## src/rtl/sbox_sched.sv

```systemverilog
// sbox_sched: issues the eight DES S-box lookups of a round over one shared port and packs the results; SBOX_SCHED_ABORT_EN adds an abort input
module sbox_sched #(
   parameter int SBOX_LAT = 0
) (
   input  logic        clk,
   input  logic        rst,
`ifdef SBOX_SCHED_ABORT_EN
   input  logic        abort,
`endif
   input  logic        in_valid,
   output logic        in_ready,
   input  logic [47:0] data_in,
   output logic        sbox_req,
   output logic [2:0]  sbox_sel,
   output logic [5:0]  sbox_in,
   input  logic [3:0]  sbox_out,
   output logic        out_valid,
   input  logic        out_ready,
   output logic [31:0] data_out
);
   typedef enum logic [1:0] {IDLE, ISSUE, DRAIN, DONE} state_t;
   state_t      state_q;
   logic [2:0]  idx_q, sbox_sel_q, idx_d, slot_d;
   logic [47:0] latch_q;
   logic        in_ready_q, sbox_req_q, out_valid_q, abort_d, cap_d;
   logic [5:0]  sbox_in_q, in_base_d;
   logic [31:0] data_out_q;
   logic [4:0]  out_base_d;
`ifdef SBOX_SCHED_ABORT_EN
   assign abort_d = abort && state_q != IDLE;
`else
   assign abort_d = 1'b0;
`endif
   assign in_ready  = in_ready_q;
   assign sbox_req  = sbox_req_q;
   assign sbox_sel  = sbox_sel_q;
   assign sbox_in   = sbox_in_q;
   assign out_valid = out_valid_q;
   assign data_out  = data_out_q;
   // next issue index, which result slot sbox_out belongs to this cycle, and the bit offsets of both
   always_comb begin
      idx_d      = idx_q + 3'd1;
      slot_d     = SBOX_LAT == 0 ? idx_q : idx_q - 3'd1;
      cap_d      = SBOX_LAT == 0 ? state_q == ISSUE : (state_q == ISSUE && idx_q != 3'd0) || state_q == DRAIN;
      out_base_d = {~slot_d, 2'b00};
      in_base_d  = {3'b000, ~idx_d} * 6'd6;
   end
   // scheduler FSM with every output registered; abort wins over capture and handshakes
   always_ff @(posedge clk or posedge rst) begin
      if (rst) begin
         state_q     <= IDLE;
         idx_q       <= '0;
         latch_q     <= '0;
         in_ready_q  <= 1'b1;
         sbox_req_q  <= 1'b0;
         sbox_sel_q  <= '0;
         sbox_in_q   <= '0;
         out_valid_q <= 1'b0;
         data_out_q  <= '0;
      end else if (abort_d) begin
         state_q     <= IDLE;
         in_ready_q  <= 1'b1;
         sbox_req_q  <= 1'b0;
         out_valid_q <= 1'b0;
      end else begin
         if (cap_d) data_out_q[out_base_d +: 4] <= sbox_out;
         case (state_q)
            IDLE: if (in_valid) begin
               state_q    <= ISSUE;
               idx_q      <= '0;
               latch_q    <= data_in;
               in_ready_q <= 1'b0;
               sbox_req_q <= 1'b1;
               sbox_sel_q <= '0;
               sbox_in_q  <= data_in[47:42];
            end
            ISSUE: begin
               idx_q <= idx_d;
               if (idx_q == 3'd7) begin
                  state_q     <= SBOX_LAT == 0 ? DONE : DRAIN;
                  sbox_req_q  <= 1'b0;
                  out_valid_q <= SBOX_LAT == 0;
               end else begin
                  sbox_sel_q <= idx_d;
                  sbox_in_q  <= latch_q[in_base_d +: 6];
               end
            end
            DRAIN: begin
               state_q     <= DONE;
               out_valid_q <= 1'b1;
            end
            DONE: if (out_ready) begin
               state_q     <= IDLE;
               out_valid_q <= 1'b0;
               in_ready_q  <= 1'b1;
            end
            default: state_q <= IDLE;
         endcase
      end
   end
endmodule

```

## config.mk

```make
export PLATFORM = sky130hd
export DESIGN_NAME = sbox_sched
export DESIGN_NICKNAME = d
export VERILOG_FILES = /design/src/rtl/sbox_sched.sv
export SDC_FILE = /design/constraint.sdc
export NUM_CORES = 1
export LEC_CHECK = 0
export CORE_MARGIN = 1
export CORE_UTILIZATION = 33
export DETAILED_ROUTE_END_ITERATION = 8
export PLACE_DENSITY = 0.64
export SETUP_SLACK_MARGIN = 0.2
export SLEW_MARGIN = 20
export SYNTH_ARGS = -nofsm -noshare
export SYNTH_HDL_FRONTEND = slang
export SYNTH_SLANG_ARGS = --single-unit
```

## constraint.sdc

```tcl
create_clock -name clk -period 6.7 [get_ports clk]
set_input_delay 2.01 -clock clk [delete_from_list [all_inputs] [get_ports clk]]
set_output_delay 2.01 -clock clk [all_outputs]
set_load 0.01 [all_outputs]
```

After elaboration in Yosys (flattened, before gate mapping)
Index checks and enable logic that the tools add are counted.
{ "op_classes": {"n_shift": 3, "multipliers": 1, "eq_ne": 8, "reduce_logical": 11, "n_mux": 21, "n_addsub": 2, "n_bitwise": 2} }
{ "ops": {"columns": ["operator", "n"], "rows": [
  ["$shiftx 48x7->6", 1],
  ["$bwmux 32", 1],
  ["$shift 4x7->32 const A", 1],
  ["$shiftx 4x7->32", 1],
  ["$reduce_and 3->1", 5],
  ["$mux 6", 2],
  ["$pmux 3 s2", 2],
  ["$pmux 6 s2", 1],
  ["$pmux 2 s4", 1],
  ["$neg 5->7", 1],
  ["$mux 1", 6],
  ["$mux 2", 3],
  ["$mux 3", 2],
  ["$ne 2x2->1 const B", 3],
  ["$not 3->3", 2],
  ["$mul 3x2->5 const B", 1],
  ["$eq 2x2->1 const B", 2],
  ["$pmux 1 s2", 2],
  ["$reduce_and 2->1", 2],
  ["$reduce_bool 2->1", 2],
  ["$add 3x1->3 const B", 1],
  ["$eq 3x3->1 const B", 1],
  ["$pmux 1 s3", 1],
  ["$reduce_bool 3->1", 1],
  ["other kinds (3)", 3]
]} }
{ "word_totals": {"word_cells": 57, "output_inout_bits": 44, "inputBits": 56, "regBits": 97} }

Logic depth before layout (Yosys ltp)
{ "depth": {"depth_word": 6, "ltp_mapped": 8, "ltp_nobuf": 6} }

Worst setup path after synthesis
Ideal clock, no wire load.
{ "synth_timing": {"path_kind": "input port to flip-flop", "start": "input port in_valid", "end": "register sbox_in_q[2] (netlist: sbox_in[2])", "setup_slack_ps": 3497, "t_required_ps": 6575, "n_path_buf": 1, "arrival_ps": 3079, "cell_stages": 4, "setup_ps": 125, "cell_sequence": "clkbuf_1 mux2i_1 a21oi_4 mux2_2"} }
{ "synth_via": {"elab_chain_cells": 2} }
{ "synth_lines": {"columns": ["element", "line_no", "text"], "rows": [
  ["start: declaration", "10", "input logic in_valid,"],
  ["$ne 2x2->1 (no line)", null, null],
  ["$reduce_and 3->1 (no line)", null, null],
  ["end signal: assignment", "75", "sbox_in_q <= data_in[47:42];"],
  ["end signal: assignment", "85", "sbox_in_q <= latch_q[in_base_d +: 6];"],
  ["end: declaration", "26", "logic [5:0] sbox_in_q, in_base_d;"]
]} }
No other way between the ends.
A chain may end at the register's enable or synchronous reset.

Worst setup path after layout
Ends and elaborated chain as after synthesis.

==> impl_metrics.yaml <==
synthesis:
  syn_area_per_cell_um2: 12.96
  synth.cell_area_um2: 4432
  netlist.area_leader.share: 0.5421
  synth_top_area_cell: "dfrtp_1"
  synth_seq_area_share: 0.5480
  syn_nets: 405
  syn-instance-count: 342
  synthTopCellsByArea: "dfrtp_1 (54%), mux2_2 (16%), mux2i_1 (3.4%), nand2_1 (3.1%), mux4_1 (2.4%)"
  yosys_warnings: 0
  yosysUniqueCellTypes: 42
  ys_ff_latch: 97
cts:
  clock_sinks: 97
  root_buffer: "clkbuf_16"
  holdBufCountCts: 0
  path_clk_slew_ps: 70
  htreeDepth: 3
  cts-buffers-inserted: 9
  cts_resized: 0
  post_cts_buffers: 0
  cts_tree: "done"
  cts.path.max_buffers: 2
  worstSkewPairLatency_ps: 340
setup_path:
  start_kind: "input pin"
  crit_chain: "clkdlybuf4s50_1, mux2i_1, a21oi_4, mux2_2"
  cp_max_fo: 9
  critPathArrivalTime_ps: 3760
  cpMaxStageDelayCell: "clkdlybuf4s50_1"
  crit_family: "multiplexers"
  worst_ep_required_time_ps: 6930
  endpoint_kind: "flop"
  critPathMaxStageDelay_ps: 680
  critPathKind: "in2reg"
  crit_buf_inv: 1
power_and_ir_drop:
  power.density_nw_per_um2: 483.1
  p_leak_nw: 2.504
  ir_worst_vdd_mv: 0.1629
place:
  post_dp_cell_area_um2: 5557
  io_buffers: 99
  gp_congestion: 0.7518
  hpwlAfterDp_mm: 6.783
global_route:
  grt_pass1_wl_mm: 15.68
  grt_overflow: 0
  grt_use_total: 0.1454
  grt_pass1_vias: 3045
  grt_max_degree: 62
  antenna_found_initial: 0
detailed_routing:
  dr.first_iter.drc_count: 107
  viasPerCell: 4.806
  num_vias: 2951
  postRouteAntennaNets: 0
  post_drt_wl_per_cell_um: 15.52
  dr.pass1.iters: 4
  drc: 0
  wl_mm: 9.527
floorplan:
  start_util: 0.3442
  die_h_um: 117.9
  num_rows: 41
  ioPinCount: 100
  die_area_um2: 13900
  core_area_um2: 12880
  fp.dieW_um: 117.9
sta:
  fin_hold_ws_ps: 483.3
  hold_viol: 0
  min_period_ps: 3530
  max_freq_mhz: 283.3
  finalSetupViolations: 0
  period_share: 0.5268
  skew_ps: 5.435
  worstMarginPinSlew_ps: 1066
  fin_tns_setup_ps: 0
  relSlewSlack: 0.2890
  grt_setup_unrepaired: "false"
  finalMaxSlewViolations: 0
run_status:
  status: "finished, final reports clean"
final_layout:
  nets: 500
  antenna_cells: 0
  syn2layout_area_growth_pct: 31.79
  finish.instance_area_um2: 5841
  final_layout_size_suffix_gt1_frac: 0.2195
run:
  cap_violations: 0
worst_hold_path:
  min_path_type: "reg2reg"
## tightest hold or removal path, stage by stage, from the launching register on
cell and delay (ps):
dfrtp_1 350, nand2_1 40, o21ai_0 60
## stage by stage
step	setup WS [ps]	power, mW	util	std cells
2_1_floorplan	2158	1.929	-	342
3_3_place_gp	2684	2.325	0.4315	598
3_5_place_dp	2640	2.368	0.4315	598
4_1_cts	3007	2.862	0.4532	614
5_1_grt	3047	3.022	0.4536	614
6_report	3170	2.821	0.4536	614
## cells in the final DEF (no fill, tap or decap), types with 4 or more instances in the layout
cell type / instances
clkdlybuf4s50_1: 99
dfrtp_1: 96
mux2_2: 63
nand2_1: 36
mux2i_1: 15
nor2_1: 11
o21ai_0: 9
clkbuf_16: 9
inv_1: 8
ha_1: 7
o21ai_1: 6
a31oi_1: 6
a21oi_1: 6
mux2_1: 5
nand3_1: 5
nor2b_1: 5
o22ai_1: 5
a22o_1: 5
mux2_4: 4
mux4_1: 4
## routing by layer
metal,vias to the layer above,share of wire,GRT usage
met5,-,0,0
met4,0,0.012,0.05288
met1,1449,0.46,0.1822
met3,11,0.039,0.03537
li1,1419,-,-
met2,72,0.49,0.2426
## report_power, final
part           leakage, nW  internal, mW  switching, mW
Clock                0.141         0.255          0.226
Sequential            1.16         0.869          0.154
Combinational         1.20         0.720          0.597
Total                 2.50          1.84          0.977
## cells in the mapped netlist
cell type,count
nand3_2,1
nor2_2,1
nand2b_4,1
a31oi_1,6
a21oi_1,6
and3b_1,1
buf_1,1
buf_6,2
a32oi_1,1
mux2_4,4
nor2_4,1
o31ai_1,2
buf_2,12
o21ai_1,6
nand2b_1,2
or3b_4,1
a211oi_1,2
nand2_1,37
dfstp_2,1
clkbuf_1,2
nor2_1,11
a32o_1,1
a21oi_4,1
o41ai_1,1
o22ai_1,5
nor2b_1,5
o21ai_0,9
nand4_1,1
dfrtp_1,96
nor3_1,2
or3_1,1
mux4_2,2
mux2i_1,15
buf_8,1
mux2_1,5
nand3b_1,3
ha_1,7
inv_1,9
mux4_1,4
nand3_1,5
mux2_2,63
a22o_1,5
## sequential cells by signal (all words and copies together), names as in the netlist
register,count
in_ready,1
data_out,32
latch_q,48
out_valid,1
sbox_req,1
state_q,2
idx_q,3
sbox_sel,3
sbox_in,6
## cell type report
class                           instances  area [um2]
Multi-Input combinational cell        218        1868
Timing Repair Buffer                  102        1013
Clock inverter                          7       53.80
Sequential cell                        97        2429
Fill cell                            1220        7036
Clock buffer                            9       225.2
Tap cell                              172       215.2
Inverter                                9       36.28
## cell families (layout without fill, tap and decap cells)
family / after synthesis / count (layout) / synth area share
AND/OR/NAND/NOR: 73 / 73 / 0.08018
multiplexers: 93 / 93 / 0.2541
AO/OA/AOI/OAI: 45 / 45 / 0.06578
adder cells (fa/ha/maj): 7 / 7 / 0.01976
buffers and inverters: 27 / 127 / 0.03218
flip-flops: 97 / 97 / 0.5480
## final timing paths
check | end | from | cells past startpoint | slack, ps
max in group asynchronous | sbox_in[0] | rst | 3 | 3530
min in group asynchronous | latch_q[20] | rst | 2 | 2030
worst min-delay path | data_out[23] | data_out[23] | 2 | 480
worst min register to register | data_out[23] | data_out[23] | 2 | 480
worst max-delay path | sbox_in[2] | in_valid | 4 | 3170
worst max register to register | sbox_in[2] | idx_q[1] | 5 | 4050
Power figures use the tool's default switching activity.
